`src/rtl/halton_rr_scheduler_if.sv`:
```
// Request, configuration and response channels between the requesters/consumer
// and the Halton round-robin scheduler.
interface halton_rr_scheduler_if #(
  parameter int unsigned NUM_REQ = 4,
  parameter int unsigned ID_W    = 2
);
  logic [NUM_REQ-1:0] req_valid;
  logic [NUM_REQ-1:0] req_grant;
  logic               cfg_we;
  logic [ID_W-1:0]    cfg_id;
  logic [31:0]        cfg_index;
  logic               rsp_valid;
  logic               rsp_ready;
  logic [ID_W-1:0]    rsp_id;
  logic [31:0]        rsp_x;
  logic [31:0]        rsp_y;

  modport master (
    output req_valid, cfg_we, cfg_id, cfg_index, rsp_ready,
    input  req_grant, rsp_valid, rsp_id, rsp_x, rsp_y
  );

  modport slave (
    input  req_valid, cfg_we, cfg_id, cfg_index, rsp_ready,
    output req_grant, rsp_valid, rsp_id, rsp_x, rsp_y
  );
endinterface

```
`src/rtl/halton_rr_scheduler.sv`:
```
// Round-robin sharing of one reseed/pop Halton core among NUM_REQ requesters,
// each owning a private 32-bit sequence index.
module halton_rr_scheduler #(
  parameter int unsigned NUM_REQ = 4,
  parameter int unsigned ID_W    = 2
) (
  input  logic                 clk,
  input  logic                 rst_n,
  halton_rr_scheduler_if.slave bus,
  output logic                 core_reseed_enable,
  output logic [31:0]          core_seed,
  output logic                 core_pop_enable,
  input  logic [31:0]          core_out_0,
  input  logic [31:0]          core_out_1,
  input  logic                 core_valid
);

  typedef enum logic [2:0] {IDLE, SEED, POP, CAP, RESP} state_t;

  state_t             state, state_nxt;
  logic [31:0]        idx [NUM_REQ];
  logic [ID_W-1:0]    rr_ptr, sel, pick;
  logic               found;
  logic [NUM_REQ-1:0] grant;
  logic               rsp_valid_q;
  logic [ID_W-1:0]    rsp_id_q;
  logic [31:0]        rsp_x_q, rsp_y_q;

  function automatic logic [ID_W-1:0] ring_id(input logic [ID_W-1:0] base,
                                               input int unsigned off);
    return ID_W'((32'(base) + off) % NUM_REQ);
  endfunction

  always_comb begin
    found = 1'b0;
    pick  = '0;
    for (int unsigned off = 0; off < NUM_REQ; off++) begin
      if (!found && bus.req_valid[ring_id(rr_ptr, off)]) begin
        found = 1'b1;
        pick  = ring_id(rr_ptr, off);
      end
    end
  end

  always_comb begin
    state_nxt          = state;
    grant              = '0;
    core_reseed_enable = 1'b0;
    core_seed          = '0;
    core_pop_enable    = 1'b0;
    case (state)
      IDLE: begin
        if (found) begin
          grant[pick] = 1'b1;
          state_nxt   = SEED;
        end
      end
      SEED: begin
        core_reseed_enable = 1'b1;
        core_seed          = idx[sel];
        state_nxt          = POP;
      end
      POP: begin
        core_pop_enable = 1'b1;
        state_nxt       = CAP;
      end
      CAP:     if (core_valid) state_nxt = RESP;
      RESP:    if (bus.rsp_ready) state_nxt = IDLE;
      default: state_nxt = IDLE;
    endcase
  end

  // Grant is a Mealy output of IDLE; mask it so it stays low while in reset.
  assign bus.req_grant = rst_n ? grant : '0;
  assign bus.rsp_valid = rsp_valid_q;
  assign bus.rsp_id    = rsp_id_q;
  assign bus.rsp_x     = rsp_x_q;
  assign bus.rsp_y     = rsp_y_q;

  always_ff @(posedge clk or negedge rst_n) begin
    if (!rst_n) state <= IDLE;
    else        state <= state_nxt;
  end

  always_ff @(posedge clk or negedge rst_n) begin
    if (!rst_n) begin
      sel         <= '0;
      rr_ptr      <= '0;
      rsp_valid_q <= 1'b0;
      rsp_id_q    <= '0;
      rsp_x_q     <= '0;
      rsp_y_q     <= '0;
      for (int unsigned i = 0; i < NUM_REQ; i++) idx[i] <= '0;
    end else begin
      if (state == IDLE && found) begin
        sel    <= pick;
        rr_ptr <= ring_id(pick, 1);
      end
      if (state == CAP && core_valid) begin
        rsp_valid_q <= 1'b1;
        rsp_id_q    <= sel;
        rsp_x_q     <= core_out_0;
        rsp_y_q     <= core_out_1;
        idx[sel]    <= idx[sel] + 32'd1;
      end
      if (state == RESP && bus.rsp_ready) rsp_valid_q <= 1'b0;
      // Placed last so a same-cycle configuration write overrides the CAP increment.
      if (bus.cfg_we) idx[bus.cfg_id] <= bus.cfg_index;
    end
  end

endmodule

```
`src/flat_wrapper.sv`:
```
// flat-port wrapper written by rule: the top's interface ports become plain ports
module halton_rr_scheduler_flat 
#(
  parameter int unsigned NUM_REQ = 4,
  parameter int unsigned ID_W    = 2
)
  (clk, rst_n, core_reseed_enable, core_seed, core_pop_enable, core_out_0, core_out_1, core_valid, bus_req_valid, bus_cfg_we, bus_cfg_id, bus_cfg_index, bus_rsp_ready, bus_req_grant, bus_rsp_valid, bus_rsp_id, bus_rsp_x, bus_rsp_y);
  halton_rr_scheduler_if #(.NUM_REQ(NUM_REQ), .ID_W(ID_W)) bus_i ();
  input  logic clk;
  input  logic rst_n;
  output logic core_reseed_enable;
  output logic [31:0] core_seed;
  output logic core_pop_enable;
  input  logic [31:0] core_out_0;
  input  logic [31:0] core_out_1;
  input  logic core_valid;
  input wire logic [$bits(bus_i.req_valid)-1:0] bus_req_valid;
  input wire logic [$bits(bus_i.cfg_we)-1:0] bus_cfg_we;
  input wire logic [$bits(bus_i.cfg_id)-1:0] bus_cfg_id;
  input wire logic [$bits(bus_i.cfg_index)-1:0] bus_cfg_index;
  input wire logic [$bits(bus_i.rsp_ready)-1:0] bus_rsp_ready;
  output wire logic [$bits(bus_i.req_grant)-1:0] bus_req_grant;
  output wire logic [$bits(bus_i.rsp_valid)-1:0] bus_rsp_valid;
  output wire logic [$bits(bus_i.rsp_id)-1:0] bus_rsp_id;
  output wire logic [$bits(bus_i.rsp_x)-1:0] bus_rsp_x;
  output wire logic [$bits(bus_i.rsp_y)-1:0] bus_rsp_y;
  assign bus_i.req_valid = bus_req_valid;
  assign bus_i.cfg_we = bus_cfg_we;
  assign bus_i.cfg_id = bus_cfg_id;
  assign bus_i.cfg_index = bus_cfg_index;
  assign bus_i.rsp_ready = bus_rsp_ready;
  assign bus_req_grant = bus_i.req_grant;
  assign bus_rsp_valid = bus_i.rsp_valid;
  assign bus_rsp_id = bus_i.rsp_id;
  assign bus_rsp_x = bus_i.rsp_x;
  assign bus_rsp_y = bus_i.rsp_y;
  halton_rr_scheduler #(.NUM_REQ(NUM_REQ), .ID_W(ID_W)) u_core (.clk(clk), .rst_n(rst_n), .bus(bus_i), .core_reseed_enable(core_reseed_enable), .core_seed(core_seed), .core_pop_enable(core_pop_enable), .core_out_0(core_out_0), .core_out_1(core_out_1), .core_valid(core_valid));
endmodule
```
`config.mk`:
```
export PLATFORM = sky130hd
export DESIGN_NAME = halton_rr_scheduler_flat
export DESIGN_NICKNAME = d
export VERILOG_FILES = /design/src/rtl/halton_rr_scheduler_if.sv /design/src/rtl/halton_rr_scheduler.sv /design/src/flat_wrapper.sv
export SDC_FILE = /design/constraint.sdc
export NUM_CORES = 1
export LEC_CHECK = 0
export BUFFER_PORTS_ARGS = -buffer_cell sky130_fd_sc_hd__buf_2
export CAP_MARGIN = 25
export CORE_ASPECT_RATIO = 0.6
export CORE_MARGIN = 3
export CORE_UTILIZATION = 60
export DETAILED_ROUTE_END_ITERATION = 8
export GPL_TIMING_DRIVEN = 0
export HOLD_SLACK_MARGIN = 0.06
export PLACE_DENSITY_LB_ADDON = 0.05
export SYNTH_ARGS = -nofsm -noshare
export SYNTH_HDL_FRONTEND = slang
export SYNTH_SLANG_ARGS = --single-unit
export TNS_END_PERCENT = 5
```
`constraint.sdc`:
```
create_clock -name clk -period 3.9 [get_ports clk]
set_clock_uncertainty 0.05 [all_clocks]
set_input_delay 0.195 -clock clk [delete_from_list [all_inputs] [get_ports clk]]
set_output_delay 0.195 -clock clk [all_outputs]
set_load 0.005 [all_outputs]
```
Word level (Yosys, flattened, before mapping):

Index checks and enable logic that the tools add are counted.

* add/sub/neg operators: 5
* magnitude comparators: 10
* equality and inequality tests: 7
* multiplexer cells: 41
* bitwise operators: 2
* reduce and logical (&&, ||, !) cells: 15

Operators by type and width (count)
* $bwmux 128: 2
* $mux 128: 2
* $mux 32: 5
* $demux 32 s2: 2
* $bmux 32 s2: 1
* $add 32x1->32 const B: 1
* $lt 2x3->1 const B: 5
* $pmux 3 s5: 1
* $mux 1: 13
* $mux 4: 3
* $logic_and 1x1->1: 9
* $mux 3: 3
* $bmux 1 s2: 4
* $mux 2: 4
* $eq 3x2->1 const B: 2
* $ge 3x3->1 const B: 2
* $lt 3x1->1 const B: 2
* $not 2->3: 2
* $add 2x1->2 const B: 2
* $add 2x2->2 const B: 2
* $ne 2x2->1 const B: 2
* $eq 3x1->1 const B: 1
* $eq 3x3->1 const B: 1
* $logic_not 1->1: 3
* other kinds (6): 6

* flip-flop bits (word level): 202
* input bits: 107
* output and inout bits: 105
* logic and storage cells: 91

Depth between registers and ports, before layout:

Gate-level depths: netlist (run 1).

* depth in word-level cells: 19
* gate-level depth with buffers: 10
* mapped depth without buffers: 7

Least setup slack after synthesis (run 1):

OpenSTA, ideal clock, no wires.

* path kind: register to register
* start: register u_core.sel[0]
* end: register u_core.idx[50] in the netlist's numbering
* library setup time: 0.095 ns
* arrival: 2.245 ns
* required time: 3.755 ns
* slack: 1.510 ns
* cell stages (with the launch flop): 9
* buffers on the path: 1
* period minus slack after synthesis: 2.390 ns
* cells stage by stage: dfrtp_1 > buf_6 > mux4_2 > ha_1 > nand2_1 > nor4_2 > and4_1 > nor3_1 > o31ai_1

* longest elaborated chain between the ends: 9
* elaborated cells on any way between the ends: 14
* those cells by class: 1 x add/sub; 2 x order compare; 9 x mux; 1 x bitwise; 1 x reduce/logical

RTL lines
* start, declared: line halton_rr_scheduler.sv:22 `logic [ID_W-1:0] rr_ptr, sel, pick;`
* start signal, assigned: line halton_rr_scheduler.sv:96 `sel <= pick;`
* $not 2->3 (implied by the code) *: line halton_rr_scheduler.sv:104 `idx[sel] <= idx[sel] + 32'd1;`
* $bmux 32 s2 (tied with other cells): line halton_rr_scheduler.sv:104
* $mux 32 (implied by the code) or $logic_and 1x1->1 (tied branches): line halton_rr_scheduler.sv:104
* $mux 32 (implied by the code): line halton_rr_scheduler.sv:104
* $add 32x1->32 or $demux 32 s2 (tied branches): line halton_rr_scheduler.sv:104
* $bwmux 128 *: line halton_rr_scheduler.sv:104
* $mux 128 *: line halton_rr_scheduler.sv:99 `if (state == CAP && core_valid) begin`
* $bwmux 128: line halton_rr_scheduler.sv:108 `if (bus.cfg_we) idx[bus.cfg_id] <= bus.cfg_index;`
* $mux 128 *: line halton_rr_scheduler.sv:108
* end signal, assigned by index: line halton_rr_scheduler.sv:104
* end signal, assigned by index: line halton_rr_scheduler.sv:108
* end, declared: line halton_rr_scheduler.sv:21 `logic [31:0] idx [NUM_REQ];`

Every way passes the cells marked *; elsewhere a longest branch is shown, timed or not. The select of a mux whose other input is x is not followed.
A chain may end at the register's enable or synchronous reset.

Final worst setup path (run 1):

* start: register u_core.sel[1]
* end: register u_core.idx[100] in the netlist's numbering

The elaborated chain is that of the path after synthesis.

==> results of run 1 <==
==> flip-flops by register name, summed over array words and instances, names as in the netlist <==
signal	flops
u_core.bus.rsp_valid	1
u_core.idx	128
u_core.bus.rsp_id	2
u_core.rr_ptr	2
u_core.state	3
u_core.sel	2
u_core.bus.rsp_y	32
u_core.bus.rsp_x	32
==> power groups by stage <==
stage / Combinational [mW] / Clock, mW / Sequential, mW
floorplan: 3.11 / 0 / 3.48
global placement: 4.74 / 0 / 3.55
detailed placement: 4.88 / 0 / 3.58
CTS: 4.98 / 2.08 / 3.57
global route: 5.61 / 2.16 / 3.70
finish: 5.23 / 2.10 / 3.64
==> worst max-delay path, cell delays in order, from the launching register on <==
cell and delay, ps:
dfrtp_1 330, clkbuf_2 190, buf_2 400, buf_2 410, buf_2 330, or3_1 150, clkbuf_1 390, clkbuf_1 820
a21oi_1 210, o21ai_0 230
==> cell usage in the layout (no fill, tap or decap), types with 10 or more instances in the layout <==
cell type / netlist / routed
nor2_1: 68 / 68
and3_1: 61 / 61
clkbuf_1: 71 / 74
xnor2_1: 10 / 10
dfrtp_1: 202 / 202
mux2i_1: 23 / 23
buf_2: 7 / 218
a21oi_1: 66 / 66
o31ai_1: 12 / 12
inv_1: 14 / 14
mux4_2: 21 / 21
clkbuf_16: 0 / 21
and2_1: 33 / 33
mux4_1: 11 / 11
o21ai_0: 111 / 111
dlygate4sd3_1: 0 / 100
nand3_1: 49 / 49
a31oi_1: 12 / 12
xor2_1: 10 / 10
nand2_1: 306 / 306
nor3_1: 43 / 43
==> worst min path at each step <==
| stage | endpoint | slack (ps) | depth (start not counted) |
|---|---|---|---|
| after floorplan | u_core.bus.rsp_id[0]$_DFFE_PN0P_ | -150 | 0 |
| after global placement | u_core.bus.rsp_y[0]$_DFFE_PN0P_ | 330 | 3 |
| after detailed placement | u_core.bus.rsp_x[10]$_DFFE_PN0P_ | 200 | 1 |
| after CTS | u_core.state[0]$_DFFE_PN0P_ | 110 | 5 |
| after global routing | u_core.state[0]$_DFFE_PN0P_ | 170 | 5 |
| final | u_core.sel[0]$_DFFE_PN0P_ | 130 | 6 |
==> stage by stage <==
step / hold WS, ps / setup TNS, ps / cells / power [mW]
floorplan: -150.6 / 0 / 1220 / 6.593
global placement: 333.1 / -163870 / 1665 / 8.291
detailed placement: 200.4 / 0 / 1667 / 8.453
CTS: 113.0 / 0 / 1801 / 10.63
global route: 173.4 / 0 / 1802 / 11.48
finish: 127.9 / 0 / 1802 / 10.97
==> cells by family (layout without fill, tap and decap cells) <==
kind of cell,after synthesis,in the layout
DFF,202,202
and+or+nand+nor,608,608
buffers and inverters,101,449
adders and majority gates,5,5
muxes,59,59
xor gates and xnor gates,20,20
AOI/OAI and AO/OA,225,225
==> per-layer routing <==
layer  global-route usage (%)  routed length, µm  up-vias  part of all wire [%]
met2                    61.82              17850     1005                    42
met3                    17.87               6858      137                    16
li1                         -                  -     4902                     -
met1                    57.07              16200     5518                    38
met5                    1.750                 55        -                  0.13
met4                    15.11               1390        4                   3.3
==> cell type report <==
class                   instances  area (µm²)  area share [%]
plain buffers                  87       370.4           2.661
clock buffers                  27       578.1           4.154
clock inverters                 7       112.6          0.8091
inverters                      14       52.55          0.3776
multi-input cells             917        5349           38.43
flip-flops and latches        202        5055           36.32
well taps                     234       292.8           2.104
repair buffers                314        2107           15.14
==> repair_timing <==
action,4_1_cts,5_1_grt
hold buffers,100,0
resized for setup,0,0
setup buffers,0,0
hold endpoints to repair,284,0
==> qor.csv, run 1 <==
metric,value,unit
status,"complete, no violations",
cellPowerDensity,788.3,nW/µm²
syn_to_final_growth,28.55,%
maxCapViolations,0,
diodes,0,
antenna_found_initial,1,
grt-ovfl-total,0,
dieHeight,110.1,µm
crit_path_end_kind,flip-flop,
ys_top_cells_by_area,"dfrtp_1, nand2_1, o21ai_0",
drive_gt1_share,18.62,%
clock-sinks,202,
dpl.hpwl,27.82,mm
syn-mean-instance-area,8.874,µm²
grt_pass1_vias,11200,
r2r_end,u_core.idx[100]$_DFF_PN0_,
vdd_drop_max,0.5052,mV
place_ws,483.2,ps
grt_max_degree,121,
wirelength,42.36,mm
viasPerCell,6.418,
gp_congestion,1.048,
htree_levels,1,
async_flop_share,100.0,%
r2r_setup_slack,280,ps
critPathCapture,u_core.idx[100]$_DFF_PN0_,
period_share,92.80,%
rsz0062_at_grt,false,
grt.total_usage,42.27,%
fill_cells,1139,
cts_tree,done,
cp_max_fo,10,
p_comb_share,47.7,%
stdcell_area,13920,µm²
start_util,62.20,%
clkPwrFrac,19.1,%
ys_ff_latch,202,
cts_inserted_buffers,20,
insertion_delay,510,ps
worstSetupStartpoint,u_core.sel[1]$_DFFE_PN0P_,
synth-xor-area-share,1.618,%
p_leak,6.779,nW
timing.rr.start,u_core.sel[1]$_DFFE_PN0P_,
arrival,3980,ps
synthesis.area,10830,µm²
vias,11570,
cts-root-buf,clkbuf_16,
ys_seq_area_share,46.69,%
p_int,6.289,mW
synth_common_cells,"nand2_1, dfrtp_1, o21ai_0",
yosys.area_share.adder,0.5778,%
fmax,276.3,MHz
dieArea,19750,µm²
worstHoldStart,bus_req_valid[2],
pwr-share-seq,33.2,%
synth_cell_type_count,49,
syn_inst,1220,
synth_top_family_by_area,simple AND/OR/NAND/NOR gates,
portBuffers,211,
synth_top_flop_cell,dfrtp_1,
synth-compound-area-share,11.42,%
fin_nets,1668,
hold_path_class,in -> reg,
syn_nets,1332,
yosysTopAreaCellShare,46.69,%
ant_nets,0,
r2r_cells,9,
drv_slew,0,
cp-start-kind,flip-flop,
p_switching,4.683,mW
drt-initial-drc-count,1675,
final_util,79.95,%
yosys.area_share.simple,26.21,%
ys.warnings.count,0,
placementRows,37,
dpl_cell_area,12220,µm²
synth.most_common_cell,nand2_1,
wl_per_cell,23.50,µm
setup_ws,280.7,ps
drc,0,
die_x,179.4,µm
clkTransAtPathRegs,70,ps
grt_pass1_wl,64.30,mm
drt-pass1-iter-count,6,
synth_top_area_cell,dfrtp_1,
setup_violations,0,
fin_crit,3619,ps
boundaryPins,212,
criticalPathCategory,reg -> reg,
clock_path_buffers,3,
max_slew_margin,30.72,%
core,17410,µm²
swShare,42.68,%
hold_viol,0,
critical_path_required,4260,ps
synth_edf_count,0,
yosys-mux-area-fraction,9.580,%
worst_pin_slew,1035,ps
(Power assumes the default switching activity.)
==> inputs of run 2 (changes only) <==
--- a/config.mk
+++ b/config.mk
@@ -5,11 +5,12 @@
 export SDC_FILE = /design/constraint.sdc
 export NUM_CORES = 1
 export LEC_CHECK = 0
+export ABC_AREA = 1
 export BUFFER_PORTS_ARGS = -buffer_cell sky130_fd_sc_hd__buf_2
 export CAP_MARGIN = 25
 export CORE_ASPECT_RATIO = 0.6
 export CORE_MARGIN = 3
-export CORE_UTILIZATION = 60
+export CORE_UTILIZATION = 61
 export DETAILED_ROUTE_END_ITERATION = 8
 export GPL_TIMING_DRIVEN = 0
 export HOLD_SLACK_MARGIN = 0.06
==> run 2 against run 1 <==
Count of clock-buffer cells in the layout is 2 lower. Final cell count is 20% higher. Worst setup slack better by 320 ps. First-iteration DRC count is 39% higher. Register-to-register slack better by 320 ps. Critical endpoint is now u_core.idx[30]$_DFF_PN0_. Largest power group unchanged.
==> qor.csv, run 2 <==
metric,value,unit,change
cp-start-kind,flip-flop,,
synth.most_common_cell,nand2_1,,
dieHeight,110.5,µm,+0.37%
insertion_delay,520,ps,about the same
largest_reg_flops,128,,unchanged
grt_pass1_wl,67.40,mm,+4.8%
cp_cell_sequence,buf_4 -> inv_2 -> nand2_1 -> o21ai_1 -> nor2_1 -> inv_1 -> ha_1 -> nand2_1 -> nor2_2 -> nand2_1 -> nor2_2 -> nand3_1 -> nand3_1 -> a21oi_1,,
wl_per_cell,20.23,µm,-14%
critPathTopFamily,simple AND/OR/NAND/NOR gates,,
vias,13190,,+14%
clkTransAtPathRegs,60,ps,about the same
fmax,303.5,MHz,+9.8%
fill_cells,1180,,+3.6%
hold_depth,6,,unchanged
hold_path_class,in -> reg,,
synth_cell_type_count,30,,-39%
rsz0062_at_grt,false,,
htree_levels,1,,unchanged
synth_top_area_cell,dfrtp_1,,
drc,0,,unchanged
cts_inserted_buffers,20,,unchanged
dieArea,19890,µm²,+0.76%
worst_pin_slew,915.1,ps,-120.3 ps
grt-ovfl-total,0,,unchanged
fin_nets,2024,,+21%
timing.rr.start,u_core.sel[1]$_DFFE_PN0P_,,
critical_path_required,4250,ps,about the same
die_x,180.1,µm,+0.38%
setup_violations,0,,unchanged
status,"complete, no violations",,
final_util,80.86,%,+0.91 points
r2r_cells,14,,+5
grt_max_degree,122,,+0.83%
clock-sinks,202,,unchanged
drt-pass1-iter-count,7,,+1
grt.total_usage,42.43,%,+0.16 points
r2r_end,u_core.idx[30]$_DFF_PN0_,,
layout_commonest_cell,nand2_1,,
slowest_stage,dfrtp_1,,
cts_tree,done,,
power,11.47,mW,+4.5%
viasPerCell,6.109,,-4.8%
placementRows,37,,unchanged
ys.warnings.count,0,,unchanged
period_share,84.49,%,-8.3 points
ant_nets,0,,unchanged
crit_path_end_kind,flip-flop,,
dpl.hpwl,27.87,mm,+0.15%
worstHoldStart,bus_req_valid[0],,
syn_to_final_growth,27.54,%,
drv_slew,0,,unchanged
arrival,3640,ps,-340 ps
criticalPathCategory,reg -> reg,,
clock_path_buffers,3,,unchanged
drive_gt1_share,14.70,%,-3.9 points
maxCapViolations,0,,unchanged
portBuffers,211,,unchanged
hold_viol,0,,unchanged
syn_inst,1579,,+29%
layout_common_cells,"nand2_1, buf_2, dfrtp_1, a21oi_1, nor2_1",,
boundaryPins,212,,unchanged
cts_resized,0,,unchanged
crit_path_frequent_cell,nand2_1,,
crit_cells,14,,+5
grt_pass1_vias,12500,,+12%
hold_slack,185.8,ps,+57.97 ps
core,17500,µm²,+0.53%
drt-initial-drc-count,2330,,+39%
synth_edf_count,0,,unchanged
ys_ff_latch,202,,unchanged
diodes,0,,unchanged
antenna_found_initial,0,,-1
r2r_setup_slack,600,ps,+320 ps
synth_top_flop_cell,dfrtp_1,,
max_slew_margin,38.99,%,+8.3 points
cp_max_fo,9,,-1
start_util,63.40,%,+1.2 points
async_flop_share,100.0,%,unchanged
wirelength,43.68,mm,+3.1%
syn_nets,1691,,+27%
syn-mean-instance-area,7.026,µm²,-21%
p_leak,7.201,nW,+6.2%
synth_common_cells,"nand2_1, dfrtp_1, a21oi_1",,
cellPowerDensity,810.4,nW/µm²,+2.8%
path_buf_inv,3,,-3
fin_crit,3295,ps,-324.2 ps
synthesis.area,11090,µm²,+2.5%
ys_seq_area_share,45.56,%,-1.1 points
vdd_drop_max,0.7069,mV,+40%
registers.top_by_ff_count,u_core.idx,,
ys_top_cells_by_area,"dfrtp_1, nand2_1, a21oi_1",,
holdPathEnd,u_core.sel[1]$_DFFE_PN0P_,,
gp_congestion,0.9958,,-5.0%
yosysTopAreaCellShare,45.56,%,-1.1 points
cts-root-buf,clkbuf_16,,
slowest_delay,380,ps,-440 ps
## run 2: changes by cell type after synthesis, sizes merged, moves of 61 or more
cell   delta
a21oi   +115
and3     -61
inv      +82
nand2   +297
nand3    +62
nor2    +100
o21ai    -69
## run 2: how the worst max path moves through the flow
stage	from	endpoint	slack (ps)
finish	u_core.sel[1]$_DFFE_PN0P_	u_core.idx[30]$_DFF_PN0_	600
global route	u_core.sel[1]$_DFFE_PN0P_	u_core.idx[30]$_DFF_PN0_	530
CTS	u_core.sel[1]$_DFFE_PN0P_	u_core.idx[30]$_DFF_PN0_	830
detailed placement	u_core.sel[1]$_DFFE_PN0P_	u_core.idx[30]$_DFF_PN0_	860
global placement	rst_n	u_core.bus.rsp_y[16]$_DFFE_PN0P_	-830
floorplan	u_core.rr_ptr[0]$_DFFE_PN0P_	bus_req_grant[0]	1750
## run 2: layout make-up
| type | count | area [µm²] | share of cell area [%] |
|---|---|---|---|
| Buffer | 86 | 397.9 | 2.812 |
| Clock buffer | 25 | 559.3 | 3.953 |
| Clock inverter | 10 | 118.9 | 0.8400 |
| Inverter | 97 | 364.1 | 2.573 |
| Multi-Input combinational cell | 1194 | 5278 | 37.30 |
| Sequential cell | 202 | 5055 | 35.72 |
| Tap cell | 234 | 292.8 | 2.069 |
| Timing Repair Buffer | 311 | 2085 | 14.73 |
## run 2: kinds of logic (layout without fill, tap and decap cells)
logic type | Yosys count | after routing | share of synthesized area (%)
xor gates and xnor gates | 9 | 9 | 0.7105
AOI/OAI and AO/OA | 287 | 287 | 14.27
buffers and inverters | 183 | 529 | 6.868
adders and majority gates | 5 | 5 | 0.5639
and+or+nand+nor | 893 | 893 | 32.03
DFF | 202 | 202 | 45.56
## run 2: metrics by stage
step	area [µm²]	TNS, ps	std cells	setup slack, ps
detailed placement	12480	0	2025	860.7
global placement	12440	-164570	2024	-828.2
global route	14150	0	2159	527.1
finish	14150	0	2159	604.8
floorplan	11090	0	1579	1748
CTS	14150	0	2159	834.4
## run 2: tightest hold or removal path: stages
cell and delay [ps]:
buf_2 90, nand2_1 40, o21ai_0 130, nand3_1 110, nand3_1 90, nand2_1 60
## run 2: routing by layer
metal	vias up	GRT usage [%]	wire length, µm
met5	-	0	42
met4	2	13.44	1623
met3	184	14.78	7075
met2	1208	64.00	18760
met1	6041	58.02	16180
li1	5754	-	-
## run 2: power by group
| group | internal (mW) | total, mW | switching, mW |
|---|---|---|---|
| registers | 3.05 | 3.62 | 0.572 |
| logic | 1.95 | 5.79 | 3.84 |
| clock network | 1.16 | 2.05 | 0.890 |
## run 2: what timing repair did
item	CTS	global route
hold endpoints to repair	277	0
setup buffers	0	0
hold buffers	99	0
setup endpoints to repair	0	0
